**src/rtl/d_sram_bridge.sv**
```systemverilog
// Bridges the CPU single-cycle data port onto an SRAM-like req/addr_ok/data_ok bus.
// Optional macro DSRAM_BRIDGE_BYPASS_EN forwards completing read data without a DONE cycle.
module d_sram_bridge (
  input  logic        clk,
  input  logic        resetn,
  input  logic        cpu_data_en,
  input  logic [3:0]  cpu_data_wen,
  input  logic [31:0] cpu_data_addr,
  input  logic [31:0] cpu_data_wdata,
  output logic [31:0] cpu_data_rdata,
  input  logic        cpu_longest_stall,
  output logic        cpu_stall,
  output logic        data_req,
  output logic        data_wr,
  output logic [1:0]  data_size,
  output logic [31:0] data_addr,
  output logic [31:0] data_wdata,
  input  logic        data_addr_ok,
  input  logic        data_data_ok,
  input  logic [31:0] data_rdata
);

  typedef enum logic [1:0] {S_IDLE, S_REQ, S_WAIT, S_DONE} state_t;

  state_t      state;
  state_t      finish_state;
  logic [31:0] rdata_q;
  logic [1:0]  size_dec;
  logic        accept;
  logic        complete;
  logic        bypass_hit;

  // Only the exact byte and half-word lane patterns shrink the access; everything else is a word.
  always_comb begin
    size_dec = 2'd2;
    case (cpu_data_wen)
      4'b0001, 4'b0010, 4'b0100, 4'b1000: size_dec = 2'd0;
      4'b0011, 4'b1100:                   size_dec = 2'd1;
      default:                            size_dec = 2'd2;
    endcase
  end

  always_comb begin
    accept   = 1'b0;
    complete = 1'b0;
    case (state)
      S_IDLE: begin
        accept   = cpu_data_en & data_addr_ok;
        complete = accept & data_data_ok;
      end
      S_REQ: begin
        accept   = data_addr_ok;
        complete = data_addr_ok & data_data_ok;
      end
      S_WAIT:  complete = data_data_ok;
      default: ;
    endcase
  end

`ifdef DSRAM_BRIDGE_BYPASS_EN
  // A completion with no other stall source retires immediately, skipping DONE.
  assign bypass_hit   = complete & ~cpu_longest_stall;
  assign finish_state = cpu_longest_stall ? S_DONE : S_IDLE;
`else
  assign bypass_hit   = 1'b0;
  assign finish_state = S_DONE;
`endif

  always_ff @(posedge clk or negedge resetn) begin
    if (!resetn) begin
      state   <= S_IDLE;
      rdata_q <= 32'd0;
    end else begin
      if (complete && !data_wr)
        rdata_q <= data_rdata;
      case (state)
        S_IDLE: begin
          if (complete)
            state <= finish_state;
          else if (accept)
            state <= S_WAIT;
          else if (cpu_data_en)
            state <= S_REQ;
        end
        S_REQ: begin
          if (complete)
            state <= finish_state;
          else if (accept)
            state <= S_WAIT;
        end
        S_WAIT: begin
          if (complete)
            state <= finish_state;
        end
        S_DONE: begin
          if (!cpu_longest_stall)
            state <= S_IDLE;
        end
        default: state <= S_IDLE;
      endcase
    end
  end

  // Control outputs are forced low while reset is asserted, even with the CPU requesting.
  assign data_req       = resetn & (((state == S_IDLE) & cpu_data_en) | (state == S_REQ));
  assign data_wr        = resetn & (|cpu_data_wen);
  assign data_size      = resetn ? size_dec : 2'd0;
  assign data_addr      = (size_dec == 2'd2) ? {cpu_data_addr[31:2], 2'b00} : cpu_data_addr;
  assign data_wdata     = cpu_data_wdata;
  assign cpu_stall      = resetn & cpu_data_en & (state != S_DONE) & ~bypass_hit;
  assign cpu_data_rdata = (resetn & bypass_hit) ? data_rdata : rdata_q;

endmodule

```
**config.mk**
```make
export PLATFORM = sky130hd
export DESIGN_NAME = d_sram_bridge
export DESIGN_NICKNAME = d
export VERILOG_FILES = /design/src/rtl/d_sram_bridge.sv
export SDC_FILE = /design/constraint.sdc
export NUM_CORES = 1
export LEC_CHECK = 0
export CORE_MARGIN = 5
export CORE_UTILIZATION = 29
export CTS_CLUSTER_DIAMETER = 150
export DETAILED_ROUTE_END_ITERATION = 10
export HOLD_SLACK_MARGIN = 0.08
export PLACE_DENSITY = 0.78
export SETUP_SLACK_MARGIN = 0.3
export SYNTH_ARGS = -nofsm -noshare
export SYNTH_HDL_FRONTEND = slang
export SYNTH_SLANG_ARGS = --single-unit
export TNS_END_PERCENT = 1
```
**constraint.sdc**
```tcl
create_clock -name clk -period 2.1 [get_ports clk]
set_clock_uncertainty 0.05 [all_clocks]
set_input_delay 0.42 -clock clk [delete_from_list [all_inputs] [get_ports clk]]
set_output_delay 0.42 -clock clk [all_outputs]
set_load 0.005 [all_outputs]
```
==> impl_metrics.ini <==
[setup_path]
r2r_setup_slack_ps = 110
end_kind = output port
startpoint = cpu_data_wen[3]
startpoint_type = input port
crit_end = data_size[0]
crit_fanout = 2
r2r_end = cpu_data_rdata[17]
arrival_ps = 1540
rr_startpoint = state[0]
crit_required_ps = 1630
reg2regPathDepth = 8
path_class = in -> out

[cts]
path_clk_slew_ps = 70
numCtsBuffers = 5
clk_latency_ps = 280
clock-sinks = 34
cts_root_buffer = clkbuf_8
ctsHtreeMaxLevel = 2
cts_max_path_buffers = 2
cts_tree = done

[layout]
multi_input_area_um2 = 670.6
final_cells = 292
final_common_cell = clkdlybuf4s50_1
diodes = 0
synthToLayoutAreaGrowth_pct = 37.07
fill_cells = 653
post-route-util = 0.4056
design_area_mm2 = 0.002725
fin_nets = 324
drive_above_1_share = 0.3160
final_cell_mix = clkdlybuf4s50_1, mux2_2, dfrtp_1
seq_area_um2 = 852.1

[synthesis]
ys_seq_elements = 34
synth_compound_area_frac = 0.03902
synthAdderAreaFrac = 0.03147
seq_area_frac_synth = 0.4279
syn-instance-count = 172
yosysWarnings = 0
synthMuxAreaShare = 0.1919
synth_xor_xnor_area_share = 0.004405
synth_top_family_by_area = buffers and inverters
synth.distinct_cells = 22
yosys.area_share.simple = 0.04279
avgSynthCellArea_um2 = 11.56
netlist_area_mm2 = 0.001988
synth_nets = 283

[routing]
avgViaCountPerCell = 4.428
drt-initial-drc-count = 8
first_pass_iters = 4
drtAntennaViolNets = 0
vias = 1293
drc = 0
wirelength_um = 4553
post_drt_wl_per_cell_um = 15.59

[power_and_ir_drop]
p_per_area_mw_per_mm2 = 1235
peakVddDrop_mv = 0.4868
leakagePower_nw = 1.164

[sta]
maxSlewViolCount = 0
final-hold-violation-count = 0
rsz0062_at_grt = yes
hold_ws_ps = 122.5
max_freq_ghz = 0.4969
post-route-period-util = 0.9584
min_period_ps = 2013
worstMarginPinSlew_ps = 312.4
maxSlewHeadroom = 0.7918
setup_tns_ps = 0
finalSetupViolations = 0

[min_path]
holdCritPathClass = in -> async

[die]
core-area_mm2 = 0.006719
io_pins = 207
fp.dieW_um = 92.80
start_util = 0.2959
dieArea_mm2 = 0.008612
fp.dieH_um = 92.80
placementRows = 30

[status]
status = completed

[placement]
io_buffer_count = 82
dpl.hpwl_um = 3455
gp_congestion = 0.7892
placed_area_mm2 = 0.002520
dp_cells = 277

[grt]
first_global_vias = 1487
grt_pass1_wl_um = 7334
grt_remaining_overflow = 0
grt_max_degree = 21
antenna_found_initial = 0
grtUsageTotal = 0.1073

[flow_run]
maxCapViolations = 0
-- cells by family (layout without fill, tap and decap cells) --
family	Yosys count	after routing
buffers and inverters	71	111
muxes	34	34
DFF	34	34
and+or+nand+nor	14	14
AOI/OAI and AO/OA	13	13
adders and majority gates	5	5
xor gates and xnor gates	1	1
-- flip-flops by register name, indices dropped and copies added (netlist names) --
signal / cells
cpu_data_rdata: 32
state: 2
-- worst min path at each step --
stage	depth (start not counted)	startpoint	slack, ps	end
global placement	2	resetn	370	state[1]
global route	2	resetn	150	cpu_data_rdata[13]
CTS	2	resetn	140	cpu_data_rdata[3]
floorplan	0	resetn	70	cpu_data_rdata[0]
detailed placement	2	resetn	370	state[1]
finish	2	resetn	120	cpu_data_rdata[3]
-- stage by stage --
| stage | total power [mW] | worst slack (ps) |
|---|---|---|
| 2_1_floorplan | 2.000 | 276.9 |
| 3_3_place_gp | 2.793 | -227.4 |
| 3_5_place_dp | 2.844 | -282.5 |
| 4_1_cts | 3.437 | 92.68 |
| 5_1_grt | 3.637 | 6.751 |
| 6_report | 3.367 | 87.40 |
-- cells in the mapped netlist --
master,number,area [um^2]
o21ai_0,4,20.02
dfrtp_1,34,850.8
xnor2_1,1,8.760
nor2b_1,4,25.02
nor3b_4,1,18.77
mux2i_1,1,10.01
nand2b_1,1,6.260
ha_1,5,62.56
buf_6,3,33.78
o221ai_1,1,8.760
o211ai_1,1,7.510
a21boi_1,1,7.510
inv_1,6,22.52
and3_1,1,6.260
nand2_1,3,11.26
o31ai_1,1,7.510
and2_1,1,6.260
mux2_2,33,371.6
nor2_1,3,11.26
a21oi_1,4,20.02
buf_4,62,465.5
a31oi_1,1,6.260
-- what timing repair did --
item / 4_1_cts / 5_1_grt
setup buffers: 7 / 0
hold endpoints to repair: 2 / 0
endpoints found under the setup margin: 39 / 40
pin swaps: 2 / 1
resized for setup: 18 / 1
gates cloned: 1 / 0
hold buffers: 1 / 0
-- power by group --
part | internal, mW | switching, mW | total (mW) | leakage (nW)
Combinational | 1.18 | 0.549 | 1.73 | 0.717
Clock | 0.253 | 0.215 | 0.468 | 0.0431
Sequential | 0.996 | 0.176 | 1.17 | 0.404
Total | 2.43 | 0.939 | 3.37 | 1.16
-- layer usage --
layer,wire length [um],vias to the layer above,GRT usage
met5,0,-,0
met3,513,22,0.05280
met4,185,0,0.05250
li1,-,589,-
met2,2339,62,0.1884
met1,1514,620,0.1042
-- layout make-up --
type / count / area share
clock buffer: 6 / 0.03030
inverter: 6 / 0.008264
multi-input combinational: 67 / 0.2461
sequential: 34 / 0.3127
tap: 80 / 0.03673
timing repair buffer: 99 / 0.3659
-- worst max-delay path, stage by stage --
cell and delay (ps):
dlygate4sd2_1 280, nor2_4 60, buf_4 130, and3_1 160, a31oi_1 160, nor2b_1 60, dlygate4sd2_1 260
(Power assumes the default switching activity.)
